### src/rtl/pipe_pkg.sv
// Shared pipeline types and constants for the RV64I/Zba core.
// Forward selects, result-source encodings and hazard FSM states.
package pipe_pkg;

  localparam logic [1:0] FWD_RF = 2'b00;
  localparam logic [1:0] FWD_W  = 2'b01;
  localparam logic [1:0] FWD_M  = 2'b10;

  localparam logic [1:0] RESULT_SRC_LOAD = 2'b01;

  typedef enum logic {
    RUN     = 1'b0,
    MC_WAIT = 1'b1
  } mc_state_t;

  // Memory beats Writeback; x0 never forwards.
  function automatic logic [1:0] fwd_sel(
    input logic [4:0] rs,
    input logic [4:0] rd_m,
    input logic       we_m,
    input logic [4:0] rd_w,
    input logic       we_w
  );
    if (we_m && rd_m != 5'd0 && rd_m == rs)
      return FWD_M;
    if (we_w && rd_w != 5'd0 && rd_w == rs)
      return FWD_W;
    return FWD_RF;
  endfunction

endpackage

### src/rtl/hazard_fwd.sv
// Combinational operand-forwarding selects for the Execute stage.
// Ports: Rs1_E/Rs2_E, Rd_M/Rd_W, RegWrite_M/W in; ForwardA_E/B_E out.
module hazard_fwd
  import pipe_pkg::*;
(
  input  logic [4:0] Rs1_E,
  input  logic [4:0] Rs2_E,
  input  logic [4:0] Rd_M,
  input  logic [4:0] Rd_W,
  input  logic       RegWrite_M,
  input  logic       RegWrite_W,
  output logic [1:0] ForwardA_E,
  output logic [1:0] ForwardB_E
);

  assign ForwardA_E = fwd_sel(Rs1_E, Rd_M, RegWrite_M,
                              Rd_W, RegWrite_W);
  assign ForwardB_E = fwd_sel(Rs2_E, Rd_M, RegWrite_M,
                              Rd_W, RegWrite_W);

endmodule

### src/rtl/hazard_ctrl.sv
// Pipeline hazard controller: forwarding, load-use stall, flushes,
// multi-cycle freeze with watchdog and optional perf counters.
// Ports: clk, rst (sync, active-high); Decode/Execute/Memory/WB
// register ids and enables; PCSrc_E, McStart_E, McDone in;
// ForwardA_E/B_E, Stall_F/D/E, Flush_D/E/M, McTimeout,
// StallCnt/FlushCnt out. Counters built only with HAZARD_PERF_CNT_EN.
module hazard_ctrl
  import pipe_pkg::*;
#(
  parameter int MC_TIMEOUT = 64,
  parameter int CNT_W      = 32
) (
  input  logic             clk,
  input  logic             rst,
  input  logic [4:0]       Rs1_D,
  input  logic [4:0]       Rs2_D,
  input  logic [4:0]       Rs1_E,
  input  logic [4:0]       Rs2_E,
  input  logic [4:0]       Rd_E,
  input  logic [1:0]       ResultSrc_E,
  input  logic [4:0]       Rd_M,
  input  logic [4:0]       Rd_W,
  input  logic             RegWrite_M,
  input  logic             RegWrite_W,
  input  logic             PCSrc_E,
  input  logic             McStart_E,
  input  logic             McDone,
  output logic [1:0]       ForwardA_E,
  output logic [1:0]       ForwardB_E,
  output logic             Stall_F,
  output logic             Stall_D,
  output logic             Stall_E,
  output logic             Flush_D,
  output logic             Flush_E,
  output logic             Flush_M,
  output logic             McTimeout,
  output logic [CNT_W-1:0] StallCnt,
  output logic [CNT_W-1:0] FlushCnt
);

  localparam int WD_W = $clog2(MC_TIMEOUT);
  localparam logic [WD_W-1:0] WD_LAST = WD_W'(MC_TIMEOUT - 1);

  mc_state_t       state;
  logic [WD_W-1:0] wd_cnt;
  logic            timeout_q;
  logic [1:0]      fwd_a;
  logic [1:0]      fwd_b;
  logic            lw_stall;
  logic            mc_stall;
  logic            trip;

  hazard_fwd u_fwd (
    .Rs1_E      (Rs1_E),
    .Rs2_E      (Rs2_E),
    .Rd_M       (Rd_M),
    .Rd_W       (Rd_W),
    .RegWrite_M (RegWrite_M),
    .RegWrite_W (RegWrite_W),
    .ForwardA_E (fwd_a),
    .ForwardB_E (fwd_b)
  );

  assign ForwardA_E = rst ? FWD_RF : fwd_a;
  assign ForwardB_E = rst ? FWD_RF : fwd_b;

  assign lw_stall = (ResultSrc_E == RESULT_SRC_LOAD)
                 && (Rd_E != 5'd0)
                 && (Rd_E == Rs1_D || Rd_E == Rs2_D);

  assign trip = (state == MC_WAIT)
             && (wd_cnt == WD_LAST)
             && !McDone;

  // A k=1 op (McDone alongside McStart_E) never stalls.
  assign mc_stall =
      ((state == RUN) && McStart_E && !McDone)
   || ((state == MC_WAIT) && !McDone && !trip);

  always_comb begin
    Stall_F = 1'b0;
    Stall_D = 1'b0;
    Stall_E = 1'b0;
    Flush_D = 1'b1;
    Flush_E = 1'b1;
    Flush_M = 1'b0;
    if (!rst) begin
      Stall_F = lw_stall | mc_stall;
      Stall_D = lw_stall | mc_stall;
      Stall_E = mc_stall;
      Flush_M = mc_stall;
      Flush_D = PCSrc_E & ~mc_stall;
      Flush_E = (lw_stall | PCSrc_E) & ~mc_stall;
    end
  end

  always_ff @(posedge clk) begin
    if (rst) begin
      state     <= RUN;
      wd_cnt    <= '0;
      timeout_q <= 1'b0;
    end else begin
      timeout_q <= timeout_q | trip;
      unique case (1'b1)
        (state == RUN): begin
          wd_cnt <= '0;
          if (McStart_E && !McDone)
            state <= MC_WAIT;
        end
        (state == MC_WAIT): begin
          wd_cnt <= wd_cnt + WD_W'(1);
          if (McDone || trip)
            state <= RUN;
        end
        default: state <= RUN;
      endcase
    end
  end

  assign McTimeout = timeout_q;

`ifdef HAZARD_PERF_CNT_EN
  logic [CNT_W-1:0] stall_cnt;
  logic [CNT_W-1:0] flush_cnt;

  always_ff @(posedge clk) begin
    if (rst) begin
      stall_cnt <= '0;
      flush_cnt <= '0;
    end else begin
      if (Stall_F && !(&stall_cnt))
        stall_cnt <= stall_cnt + CNT_W'(1);
      if ((Flush_D || Flush_E) && !(&flush_cnt))
        flush_cnt <= flush_cnt + CNT_W'(1);
    end
  end

  assign StallCnt = stall_cnt;
  assign FlushCnt = flush_cnt;
`else
  assign StallCnt = '0;
  assign FlushCnt = '0;
`endif

endmodule

### config.mk
export PLATFORM = sky130hd
export DESIGN_NAME = hazard_ctrl
export DESIGN_NICKNAME = d
export VERILOG_FILES = /design/src/rtl/pipe_pkg.sv /design/src/rtl/hazard_fwd.sv /design/src/rtl/hazard_ctrl.sv
export SDC_FILE = /design/constraint.sdc
export NUM_CORES = 1
export LEC_CHECK = 0
export ABC_CLOCK_PERIOD_IN_PS = 1200
export BUFFER_PORTS_ARGS = -buffer_cell sky130_fd_sc_hd__buf_2
export CAP_MARGIN = 0
export CORE_MARGIN = 2
export CORE_UTILIZATION = 34
export CTS_BUF_LIST = sky130_fd_sc_hd__clkbuf_2 sky130_fd_sc_hd__clkbuf_4 sky130_fd_sc_hd__clkbuf_8
export CTS_CLUSTER_DIAMETER = 50
export DETAILED_ROUTE_END_ITERATION = 8
export PLACE_DENSITY_LB_ADDON = 0.08
export SLEW_MARGIN = 20
export SYNTH_ARGS = -nofsm -noshare
export SYNTH_HDL_FRONTEND = slang
export SYNTH_HIERARCHICAL = 1
export SYNTH_SLANG_ARGS = --single-unit
### constraint.sdc
create_clock -name clk -period 1.2 [get_ports clk]
set_clock_uncertainty 0.05 [all_clocks]
set_input_delay 0.06 -clock clk [delete_from_list [all_inputs] [get_ports clk]]
set_output_delay 0.06 -clock clk [all_outputs]
set_load 0.02 [all_outputs]
# Yosys cells after proc, flatten, opt, wreduce, memory -nomap -nowiden
# Index checks and enable logic that the tools add are counted.
# word_totals
regBits,8
out_inout_bits,75
word_cells,66
input_bits,44
# op_classes
reduce_logical,23
n_bitwise,7
n_mux,24
eq_ne,8
n_addsub,1
# op_table
operator,n
$eq 5x5->1,6
$mux 2,10
$logic_and 1x1->1,15
$reduce_bool 5->1,3
$mux 1,12
$pmux 6 s2,1
$add 6x1->6 const B,1
$eq 6x6->1 const B,1
$logic_or 1x1->1,3
$or 1x1->1,3
$and 1x1->1,2
$eq 2x1->1 const B,1
$logic_not 1->1,2
$not 1->1,2
$pmux 1 s2,1

# Longest topological paths before layout
# depth
word_depth,9
mapped_depth,5
depth_no_buf,5

# By module
# The synthesis kept the hierarchy.
# modules_own_cells
mod,area_per_inst_um2,seq_area_each_um2,cells_each,instances
hazard_ctrl,993.5,160.2,126,1
hazard_fwd,270.3,0.0,34,1

# Least setup slack after synthesis
# OpenSTA, ideal clock, no wires.
# synth_path
path_type,reg-to-output
from,reg wd_cnt[0]
to,out Flush_E
n_path_buf,0
path_slack_ns,-0.488
path_stages_with_launch,6
t_arrival_ns,1.578
t_required_ns,1.090
path_cell_list,dfxtp_1 > ha_1 > nand3_2 > o221ai_2 > inv_2 > o31ai_1
# synth_via
elab_chain_len,9
# synth_rtl
element,line,rtl
from (decl),hazard_ctrl.sv:45,logic [WD_W-1:0] wd_cnt;
from (signal assigned),hazard_ctrl.sv:111,wd_cnt <= wd_cnt + WD_W'(1);
$eq 6x6->1,hazard_ctrl.sv:72,&& (wd_cnt == WD_LAST)
$logic_and 1x1->1,hazard_ctrl.sv:72,
$logic_and 1x1->1,hazard_ctrl.sv:73,&& !McDone;
$logic_not 1->1,hazard_ctrl.sv:78,|| ((state == MC_WAIT) && !McDone && !trip);
$logic_and 1x1->1,hazard_ctrl.sv:78,
$logic_or 1x1->1,hazard_ctrl.sv:78,
$not 1->1,hazard_ctrl.sv:93,Flush_E = (lw_stall | PCSrc_E) & ~mc_stall;
$and 1x1->1,hazard_ctrl.sv:93,
$mux 1,hazard_ctrl.sv:87,if (!rst) begin
to (decl),hazard_ctrl.sv:34,"output logic Flush_E,"
# No other way between the ends.

# Worst setup path after layout
# layout_path
from,reg wd_cnt[1]
to,out Stall_F
# layout_via
elab_chain_len,8
# layout_rtl
element,line,rtl
$eq 6x6->1,hazard_ctrl.sv:72,
$logic_and 1x1->1,hazard_ctrl.sv:72,
$logic_and 1x1->1,hazard_ctrl.sv:73,
$logic_not 1->1,hazard_ctrl.sv:78,
$logic_and 1x1->1,hazard_ctrl.sv:78,
$logic_or 1x1->1,hazard_ctrl.sv:78,
$or 1x1->1,hazard_ctrl.sv:88,Stall_F = lw_stall | mc_stall;
$mux 1,hazard_ctrl.sv:87,
to (decl),hazard_ctrl.sv:30,"output logic Stall_F,"
# No other way between the ends.

==> flow_metrics.env <==
export IMPL_place_port_buffers=54
export IMPL_hold_depth=4
export IMPL_rows=22
export IMPL_crit_path_start="wd_cnt[1]"
export IMPL_drt_total_wl_mm=2.59
export IMPL_wl_met2_mm=1.44
export IMPL_fill_cells=373
export IMPL_finalWorstPathRequiredPeriod_ns=1.53
export IMPL_min_to="McTimeout"
export IMPL_grt_pass1_vias=924
export IMPL_track_usage=0.117
export IMPL_hold_start="McDone"
export IMPL_post_dp_hpwl_mm=2.29
export IMPL_critPathTopFamily="flip-flops"
export IMPL_maxCapViolCount=0
export IMPL_crit_arrival_ns=1.42
export IMPL_final_area_um2=1740
export IMPL_syn_avg_cell_area_um2=7.90
export IMPL_ys_ff_latch=8
export IMPL_start_kind="flip-flop"
export IMPL_dp_cells=279
export IMPL_seqCellArea_um2=163
export IMPL_fmax_mhz=653
export IMPL_setup_violations=10
export IMPL_core_area_um2=3610
export IMPL_area_growth_synth_to_final_pct=38.0
export IMPL_cts_max_path_buffers=2
export IMPL_violations="setup timing"
export IMPL_io_pins=119
export IMPL_diodes=0
export IMPL_path_cells="ha_4 -> nand3_4 -> o221ai_4 -> buf_4 -> o31ai_4 -> buf_2"
export IMPL_report_power_total_uw=1150
export IMPL_wl_per_cell_um=9.13
export IMPL_synthCells=160
export IMPL_layout_setup_ws_ns=-0.331
export IMPL_yosysSeqAreaShare=0.127
export IMPL_die_y_um=65.0
export IMPL_grt_max_degree=9
export IMPL_drc=0
export IMPL_top_layer_used="met4"
export IMPL_finalNonFillerCells=284
export IMPL_rr_worst_depth=5
export IMPL_pre_cts_ws_ns=-0.361
export IMPL_critPathBufInv=2
export IMPL_drv_slew=0
export IMPL_cp_end_kind="primary output"
export IMPL_syn_area_um2=1260
export IMPL_met1_length_um=913
export IMPL_run_status="finished, violations left"
export IMPL_grt_pass1_wl_mm=3.89
export IMPL_cp_required_ns=1.09
export IMPL_cts_tree="done"
export IMPL_via_per_inst=3.78
export IMPL_hold_class="primary input to flip-flop"
export IMPL_drive_above_1_share=0.445
export IMPL_r2r_end="state"
export IMPL_post_synth_num_cell_types=25
export IMPL_yosys_warnings=6
export IMPL_multi_input_area_um2=973
export IMPL_worst_path_max_delay_cell="dfxtp_2"
export IMPL_cpPeakStageDelay_ns=0.34
export IMPL_ctsRootBufferMaster="clkbuf_8"
export IMPL_cts_hold_buf=0
export IMPL_worstSkewPairLatency_ns=0.23
export IMPL_final_core_util=0.484
export IMPL_drtAntennaViolNets=0
export IMPL_grt_antenna_before_repair=0
export IMPL_rsz0062_at_grt="true"
export IMPL_cts_htree_levels=1
export IMPL_placed_cell_area_um2=1590
export IMPL_leakage_uw=0.000864
export IMPL_clkSinkCount=8
export IMPL_nNetsFinal=283
export IMPL_dr_pass1_iters=4
export IMPL_grt_overflow=0
export IMPL_start_util=0.350
export IMPL_dieArea_um2=4220
export IMPL_clk_pin_slew_ns=0.04
export IMPL_cts_buffers=3
export IMPL_r2r_start="wd_cnt[1]"
export IMPL_critPathMaxFanout=3
export IMPL_finalHoldViolCount=0
export IMPL_peakVddDrop_uv=305
export IMPL_powerDensity_nw_per_um2=657
export IMPL_critical_path_class="flip-flop to primary output"
export IMPL_place_congestion=0.749
export IMPL_layout_worst_path_cycle_share=1.28
export IMPL_die_w_um=65.0
export IMPL_regToRegSetupSlack_ns=0.05
export IMPL_wl_met3_um=206
export IMPL_vias=1073
export IMPL_drt_initial_drc_count=11
-- state kept, by name (all words and copies together) (netlist names) --
register	cells
wd_cnt	6
McTimeout	1
state	1
-- metrics by stage --
step	TNS, ns	hold slack (ns)
finish	-2.53	0.0854
global route	-3.35	0.139
CTS	-2.59	0.0890
detailed placement	-1.58	0.329
global placement	-1.48	0.308
floorplan	-0.317	0.0824
-- metal layers --
layer	global-route usage	vias up
met5	0	-
met4	0.0479	0
met2	0.220	53
met3	0.0191	4
li1	-	538
met1	0.128	478
-- report_power, final --
group / internal (µW) / switching [µW]
Sequential: 270 / 1.86
Combinational: 199 / 353
Clock: 217 / 105
-- cells in the final DEF (no fill, tap or decap), types with 2 or more instances in the layout --
cell type  instances
nand4_1            2
buf_6              9
nor3_1             2
nor2_1            13
buf_4             21
clkbuf_8           3
nor2b_4            2
nor2b_1            3
dfxtp_2            2
o21ai_2            2
buf_2             46
nor4_2             4
inv_1              2
xnor2_1           13
o31ai_4            2
or4_4              2
xnor2_2            5
nand2_1            3
xor2_1            16
conb_1            64
dfxtp_1            6
nand3_1            4
-- area by class of cell --
type,count,share of cell area
clock buffer,3,0.0237
inverter,4,0.0100
multi-input combinational,145,0.558
sequential,8,0.0933
tap,48,0.0344
timing repair buffer,76,0.280
-- synthesized netlist by cell type (all sizes together) --
| cell type | instances | area, µm² |
|---|---|---|
| dfxtp | 8 | 160 |
| a22oi | 1 | 7.51 |
| inv | 4 | 15.0 |
| ha | 1 | 12.5 |
| xor2 | 16 | 140 |
| nand4 | 2 | 12.5 |
| nor2b | 5 | 31.3 |
| nand2 | 3 | 11.3 |
| o21ai | 3 | 22.5 |
| nor4 | 4 | 37.5 |
| o31ai | 2 | 15.0 |
| buf | 66 | 495 |
| o221ai | 1 | 15.0 |
| xnor2 | 18 | 158 |
| or4 | 3 | 26.3 |
| nor2 | 13 | 48.8 |
| nor3 | 3 | 15.0 |
| conb | 1 | 3.75 |
| nand2b | 1 | 6.26 |
| nand3 | 5 | 30.0 |
-- logic make-up (layout without fill, tap and decap cells) --
family | count (synthesis) | count (layout) | synth area share
buf+inv | 70 | 83 | 0.404
simple gates | 39 | 39 | 0.173
xor+xnor | 34 | 34 | 0.236
flops | 8 | 8 | 0.127
compound gates | 7 | 7 | 0.0475
fa+ha+maj | 1 | 1 | 0.00990
other cells | 1 | 64 | 0.00297
-- how the worst max path moves through the flow --
stage / cells past startpoint / to
CTS: 6 / Stall_D
global placement: 7 / ForwardB_E[0]
finish: 6 / Stall_F
floorplan: 5 / Flush_E
detailed placement: 7 / ForwardB_E[0]
global route: 6 / Stall_D
-- worst register-to-register path, delay by kind of cell (launching register included) --
| family | cells | cell delay [ns] |
|---|---|---|
| AOI/OAI and AO/OA | 1 | 0.21 |
| adders and majority gates | 1 | 0.15 |
| buffers and inverters | 2 | 0.20 |
| DFF | 1 | 0.34 |
| and+or+nand+nor | 1 | 0.09 |
-- timing repair --
item | in CTS | in global routing
endpoints found under the hold margin | 0 | 0
gates resized for setup | 23 | 1
setup endpoints to repair | 10 | 11
setup buffers | 1 | 1
pin swaps | 4 | 0
No activity file was read; power rests on OpenSTA's default activity.
